`src/rtl/dm_pkg.sv`:
```
// dm_pkg: shared types and default sizes for the data-memory controller.
package dm_pkg;
  localparam int DM_DW = 16;
  localparam int DM_AW = 8;
  typedef enum logic {CLEAR, RUN} dm_state_t;
  typedef enum logic [1:0] {SEL_ZERO, SEL_RAM, SEL_FWD} dm_sel_t;
endpackage

```
`src/rtl/dm_sram.sv`:
```
// dm_sram: single-port array, synchronous write, registered read that holds between reads.
module dm_sram #(
  parameter int DW = 16,
  parameter int AW = 8
) (
  input  logic          clk,
  input  logic          we,
  input  logic          re,
  input  logic [AW-1:0] addr,
  input  logic [DW-1:0] wdata,
  output logic [DW-1:0] rdata
);
  logic [DW-1:0] mem [2**AW];
  always_ff @(posedge clk) begin
    if (we) mem[addr] <= wdata;
    if (re) rdata <= mem[addr];
  end
endmodule

```
`src/rtl/dm_ctrl.sv`:
```
// dm_ctrl: data-memory controller with power-on clear, posted write buffer and read forwarding.
module dm_ctrl
  import dm_pkg::*;
#(
  parameter int DW = DM_DW,
  parameter int AW = DM_AW
) (
  input  logic          clk,
  input  logic          rst,
  input  logic [DW-1:0] dg_dm_add,
  input  logic          ps_dm_en,
  input  logic          ps_dm_wrt,
  input  logic [DW-1:0] bc_dt,
  output logic [DW-1:0] dm_bc_dt,
  output logic          dm_rd_vld,
  output logic          dm_busy,
  output logic          dm_err
);
  dm_state_t     state, state_n;
  dm_sel_t       sel;
  logic [AW-1:0] cnt, idx, buf_idx, sram_addr;
  logic [DW-1:0] buf_d, fwd_d, sram_wd, sram_q;
  logic          buf_v, clr, acc, inr, rd, wr, drain, sram_we;
  always_comb begin
    clr       = state == CLEAR;
    acc       = !clr && ps_dm_en;
    inr       = dg_dm_add[DW-1:AW] == '0;
    idx       = dg_dm_add[AW-1:0];
    rd        = acc && !ps_dm_wrt && inr;
    wr        = acc && ps_dm_wrt && inr;
    drain     = !clr && buf_v && !rd;
    sram_we   = clr || drain;
    sram_addr = clr ? cnt : rd ? idx : buf_idx;
    sram_wd   = clr ? '0 : buf_d;
    state_n   = (clr && cnt == '1) ? RUN : state;
    dm_busy   = clr;
  end
  always_ff @(posedge clk) begin
    if (rst) begin
      state     <= CLEAR;
      cnt       <= '0;
      buf_v     <= 1'b0;
      buf_idx   <= '0;
      buf_d     <= '0;
      fwd_d     <= '0;
      sel       <= SEL_ZERO;
      dm_rd_vld <= 1'b0;
      dm_err    <= 1'b0;
    end else begin
      state     <= state_n;
      cnt       <= clr ? cnt + 1'b1 : cnt;
      dm_rd_vld <= acc && !ps_dm_wrt;
      dm_err    <= acc && !inr;
      if (wr) begin
        buf_v   <= 1'b1;
        buf_idx <= idx;
        buf_d   <= bc_dt;
      end else if (drain) buf_v <= 1'b0;
      if (acc && !ps_dm_wrt) begin
        sel   <= !inr ? SEL_ZERO : (buf_v && buf_idx == idx) ? SEL_FWD : SEL_RAM;
        fwd_d <= buf_d;
      end
    end
  end
  // output select is registered; the array output itself holds between reads
  assign dm_bc_dt = sel == SEL_RAM ? sram_q : sel == SEL_FWD ? fwd_d : '0;
  dm_sram #(.DW(DW), .AW(AW)) u_sram (
    .clk  (clk),
    .we   (sram_we),
    .re   (rd),
    .addr (sram_addr),
    .wdata(sram_wd),
    .rdata(sram_q)
  );
endmodule

```
`config.mk`:
```
export PLATFORM = sky130hd
export DESIGN_NAME = dm_ctrl
export DESIGN_NICKNAME = d
export VERILOG_FILES = /design/src/rtl/dm_pkg.sv /design/src/rtl/dm_sram.sv /design/src/rtl/dm_ctrl.sv
export SDC_FILE = /design/constraint.sdc
export NUM_CORES = 2
export LEC_CHECK = 0
export CORE_MARGIN = 4
export CORE_UTILIZATION = 45
export CTS_BUF_LIST = sky130_fd_sc_hd__clkbuf_2
export DETAILED_ROUTE_END_ITERATION = 16
export DONT_BUFFER_PORTS = 1
export HOLD_SLACK_MARGIN = 0.02
export PLACE_DENSITY_LB_ADDON = 0.08
export SLEW_MARGIN = 20
export SYNTH_ARGS = -nofsm -noshare
export SYNTH_HDL_FRONTEND = slang
export SYNTH_SLANG_ARGS = --single-unit
```
`constraint.sdc`:
```
create_clock -name clk -period 6.5 [get_ports clk]
set_input_delay 1.3 -clock clk [delete_from_list [all_inputs] [get_ports clk]]
set_output_delay 1.3 -clock clk [all_outputs]
set_load 0.01 [all_outputs]
```
# Word-level counts from Yosys, hierarchy flattened
# Memory sizes are Yosys's and may differ from the RTL's. A register that Yosys moved wholly into a read port is not among the register bits.
# Index checks and enable logic that the tools add are counted.
op_classes:
  addsub: 1
  n_eq_ne: 4
  mux: 11
  bitwise: 1
  reduce_logical: 16
op_table:
  columns: ["cell", "count"]
  rows:
  - ["$mux W16", 3]
  - ["$mux W8", 2]
  - ["$logic_and A1 B1 Y1", 10]
  - ["$add A8 B1 Y8 const B", 1]
  - ["$eq A8 B8 Y1", 1]
  - ["$eq A8 B8 Y1 const B", 1]
  - ["$logic_not A8 Y1", 1]
  - ["$mux W1", 4]
  - ["$mux W2", 2]
  - ["$logic_not A1 Y1", 3]
  - ["$eq A2 B1 Y1 const B", 1]
  - ["$eq A2 B2 Y1 const B", 1]
  - ["$reduce_bool A2 Y1", 1]
  - ["$logic_or A1 B1 Y1", 1]
  - ["$not A1 Y1", 1]
totals:
  register_bits: 54
  ram_bits: 4096
  out_inout_bits: 19
  word_cells: 43
  memories: 1
memory_table:
  columns: ["name", "depth", "width", "read_ports", "rd_clocked_by_memory_dff", "wr", "line", "source"]
  rows:
  - ["u_sram.mem", 256, 16, 1, 1, 1, "dm_sram.sv:13", "logic [DW-1:0] mem [2**AW];"]

# Depth between registers and ports, before layout
logic_depth:
  word_depth: 8
  depth_mapped: 14
  mapped_depth_nobuf: 9

# Hierarchy
# From an unflattened synthesis, not the netlist that was laid out.
unflattened:
  hier_cells: 7028
  hier_area_um2: 158112.9
by_module_without_submodules:
  columns: ["module", "n_inst", "cells_each", "area_each_um2", "seq_area_each_um2"]
  rows:
  - ["dm_sram", 1, 6727, 155559.2, 123478.4]
  - ["dm_ctrl", 1, 301, 2553.7, 1081.0]

# Worst setup path before layout
# OpenSTA, ideal clock, no wires.
synth_timing:
  path_kind: "flip-flop to flip-flop"
  start: "register state"
  end: "memory u_sram.mem[0][10] (data pin)"
  setup_time_ns: 0.870
  t_arrival_ns: 4.776
  slack_ns: 0.854
  stages_incl_launch_ff: 7
  n_path_buf: 5
  period_less_slack_ns: 5.646
  path_cell_list: "dfxtp_1 > buf_2 > buf_2 > clkbuf_1 > clkbuf_1 > clkbuf_1 > and2_1"
synth_via:
  elab_chain_cells: 1
synth_lines:
  columns: ["element", "line", "source"]
  rows:
  - ["from (decl)", "dm_ctrl.sv:19", "dm_state_t state, state_n;"]
  - ["from (signal assigned)", "dm_ctrl.sv:50", "state <= state_n;"]
  - ["$mux W16", "dm_ctrl.sv:34", "sram_wd = clr ? '0 : buf_d;"]
  - ["named net sram_wd[10]", "dm_ctrl.sv:22", "logic [DW-1:0] buf_d, fwd_d, sram_wd, sram_q;"]
  - ["to (decl)", "dm_sram.sv:13", null]
# The timed path passes the listed nets, and every way through them passes these cells.

# Final worst setup path
layout_timing:
  start: "register state"
  end: "register u_sram.rdata[4], read port of u_sram.mem (data pin)"
layout_via:
  elab_chain_cells: 5
layout_lines:
  columns: ["element", "line", "source"]
  rows:
  - ["$logic_and A1 B1 Y1", "dm_ctrl.sv:26", "acc = !clr && ps_dm_en;"]
  - ["$logic_and A1 B1 Y1 (2 in series)", "dm_ctrl.sv:29", "rd = acc && !ps_dm_wrt && inr;"]
  - ["$mux W8 (2 in series)", "dm_ctrl.sv:33", "sram_addr = clr ? cnt : rd ? idx : buf_idx;"]
  - ["to (decl)", "dm_sram.sv:11", "output logic [DW-1:0] rdata"]
# Several ways; a longest one is shown, not always the timed one.
# A chain may end at the register's enable or synchronous reset.

==> reports/results.txt <==
status: completed
layout cells sized above 1: 0.2243
Mapped Area: 159600 sq um
DRT Pass-1 Iters: 6
RSZ-0062 raised after global routing: false
Min Hold Slack: 0.4026 ns
die span in y: 603.5 microns
WL per Instance: 30.22 microns
top_reg_cell synth: edfxtp_1
Core Area: 353000 sq um
gpl congestion: 0.8788
Buf/Inv on CP: 4
grt ovf: 0
Critical Path, Cell by Cell: and3b_1 -> dlygate4sd3_1 -> buf_4 -> a31oi_1 -> a311o_2 -> or2_4 -> buf_12 -> o22ai_1 -> nor4_1 -> buf_4 -> o22ai_1 -> o21ai_1 -> nand4_1
NumNets Final: 10.23k
Clock Latency Late Sink: 2.20 ns
Sink Count: 4166
largest net degree at the start of global routing: 193
Slew headroom: 0.09085
Num CTS Buffers: 1146
endpoints failing setup: 0
Startpoint Class: flop
syn nets: 8875
drt via density: 5.717
Hold Crit Class: in2reg
Rows: 218
I/O pins: 55
Crit path required time: 8.33 ns
Multi-input gate area: 32600 sq um
Netlist cell types: 47
initial drt markers: 8771
Fin. Hold Viols: 0
placed inst area: 169500 sq um
post-CTS setup buffer count: 0
fill count: 29.73k
Antenna Nets Post-Route: 0
met2 wire length: 224100 microns
H-tree depth reported by CTS: 7
period utilization: 0.8826
pwr dens: 271.9 nW/um^2
CTS tree: built
DP HPWL: 277700 microns
Clock Path Buffers: 5
Total Routed Length: 471200 microns
fraction of registers with async set/reset: 0
Area Overhead vs Synth: 12.43%
Max Clk Rate: 174.3 MHz
Max Cap Viol: 0
fin. max-slew vios: 0
min Tclk post-route: 5.737 ns
first-pass GRT wire length: 656200 microns
WL met3: 32380 microns
Starting Density: 0.4521
CP Capture Type: flop
sequential standard cell area: 124600 sq um
highest routed layer: met4
syn avg cell area: 18.06 sq um
Residual DRC: 0
Peak VDD IR: 167.0 uV
Fin Clk Skew: 0.1999 ns
vias in the first global route: 89.13k
slew of the pin with the lowest slew margin: 1.364 ns
Die Area: 364200 sq um
leakage power: 63.30 nW
Setup CP Type: reg2reg
Setup TNS: 0 ns
Tot GR Track Use: 0.2554
root buffer cell: clkbuf_2
die width: 603.5 microns
Port Buffers: 0
DR vias: 89.15k
Crit path max-delay family: compound AO/OA/AOI/OAI gates
Synth warnings: 0
CP max-delay cell: dlygate4sd3_1
total power: 48.78 mW
clock transition at the registers of the reported paths: 0.12 ns
cts repair resizes: 0
final instance area: 179400 sq um
CP max FO: 64
Post-synth EDFFs: 4112
post-synthesis sequential area ratio: 0.7805
Worst path max stage delay: 0.68 ns
CP arrival: 7.57 ns
post-synthesis instance total: 8838
initial antenna violation count: 41
number of synthesized register bits: 4166
met1 wire length: 199200 microns
per-layer routing:
metal / GRT usage / up-vias
li1: - / 39120
met1: 0.3469 / 45870
met2: 0.4018 / 3525
met3: 0.05585 / 631
met4: 0.1027 / 0
met5: 0 / -
synth_stat cells (all sizes together) (2+ instances only):
| cell | number | area share |
|---|---|---|
| or4 | 2 | 0.00012 |
| o22ai | 1152 | 0.045 |
| nor4 | 259 | 0.010 |
| and2 | 17 | 0.00067 |
| a32o | 2 | 0.00013 |
| nand3 | 6 | 0.00019 |
| or2 | 7 | 0.00027 |
| xor2 | 4 | 0.00022 |
| or3 | 15 | 0.00059 |
| nor2b | 10 | 0.00039 |
| nand4 | 18 | 0.00071 |
| dfxtp | 54 | 0.0068 |
| a21oi | 49 | 0.0015 |
| nand2 | 106 | 0.0025 |
| xnor2 | 9 | 0.00049 |
| mux2i | 2058 | 0.13 |
| nor2 | 277 | 0.0065 |
| edfxtp | 4112 | 0.77 |
| nand2b | 8 | 0.00031 |
| buf | 291 | 0.0098 |
| inv | 6 | 0.00014 |
| a22o | 16 | 0.00088 |
| o21ai | 67 | 0.0021 |
| nor3 | 4 | 0.00016 |
| clkbuf | 276 | 0.0065 |
cell families after synthesis:
kind of cell,after synthesis,synth area share
simple gates,733,0.02287
mux,2059,0.1292
buf+inv,573,0.01644
fa+ha+maj,1,0.00007839
compound gates,1293,0.05023
flops,4166,0.7805
xor+xnor,13,0.0007135
layout by cell type, fill, tap and decap left out, types with 5 or more instances in the layout:
cell           Yosys  layout
a21oi_1           49      49
a22o_1            16      16
and2_4             0      16
buf_12             0      92
buf_4             23     600
bufinv_16          0      11
clkbuf_2           0    1616
clkinv_1           0     138
clkinv_2           0      19
dfxtp_1           54      53
diode_2            0      23
dlygate4sd3_1      0      73
edfxtp_1        4112    4112
inv_1              6       6
inv_2              0      16
mux2i_1         2058    2058
nand2_1          105     104
nand2b_4           0       5
nand3_1            6       6
nand4_1           18      18
nor2_1           277     261
nor2_2             0      16
nor2b_1           10       9
nor4_1           257     255
o21ai_1           63      63
o22ai_1         1152    1152
or2_4              0       5
or3_2              0      13
xnor2_1            9       9
layout make-up:
cell class	instances	area share
tap	4730	0.03298
clock inverter	185	0.005634
timing repair buffer	769	0.03996
clock buffer	1616	0.04508
antenna	23	0.0003208
sequential	4166	0.6942
multi-input combinational	4099	0.1817
inverter	6	0.0001255
path summary, 6_finish.rpt:
| kind | from | slack, ns | end | cells past startpoint |
|---|---|---|---|---|
| hold reg to reg | buf_d[13]$_SDFFE_PP0P_ | 0.45 | fwd_d[13]$_SDFFE_PP0P_ | 2 |
| hold / removal | ps_dm_wrt | 0.40 | fwd_d[8]$_SDFFE_PP0P_ | 5 |
| setup reg to reg | state$_SDFFE_PP0P_ | 0.76 | u_sram.rdata[4]$_DFFE_PN_ | 13 |
| setup / recovery | state$_SDFFE_PP0P_ | 0.76 | u_sram.rdata[4]$_DFFE_PN_ | 13 |
tightest hold or removal path, stage by stage:
cell           delay (ns)
and3b_1              0.23
dlygate4sd3_1        0.68
buf_4                0.22
nand2_1              0.08
a21oi_1              0.05
sequential cells by signal, summed over array words and instances (netlist names):
register and cells:
buf_d 16, buf_idx 8, buf_v 1, cnt 8
dm_err 1, dm_rd_vld 1, fwd_d 16, sel 2
state 1, u_sram.mem 4096, u_sram.rdata 16
report_power, final:
group	switching [mW]	internal (mW)
Clock	10.3	6.97
Sequential	0.00867	29.0
Combinational	1.50	0.973
stage by stage:
step	std cells	worst slack (ns)	utilization
after floorplan	8838	0.8540	-
after global placement	13690	0.1737	0.4801
after detailed placement	13690	0.1558	0.4801
after CTS	15570	0.7439	0.5081
after global routing	15590	0.5685	0.5083
final	15590	0.7633	0.5084
what timing repair did:
action / 4_1_cts / 5_1_grt
hold endpoints to repair: 94 / 0
hold buffers: 75 / 0
endpoints found under the setup margin: 0 / 0
Power figures use the tool's default switching activity.
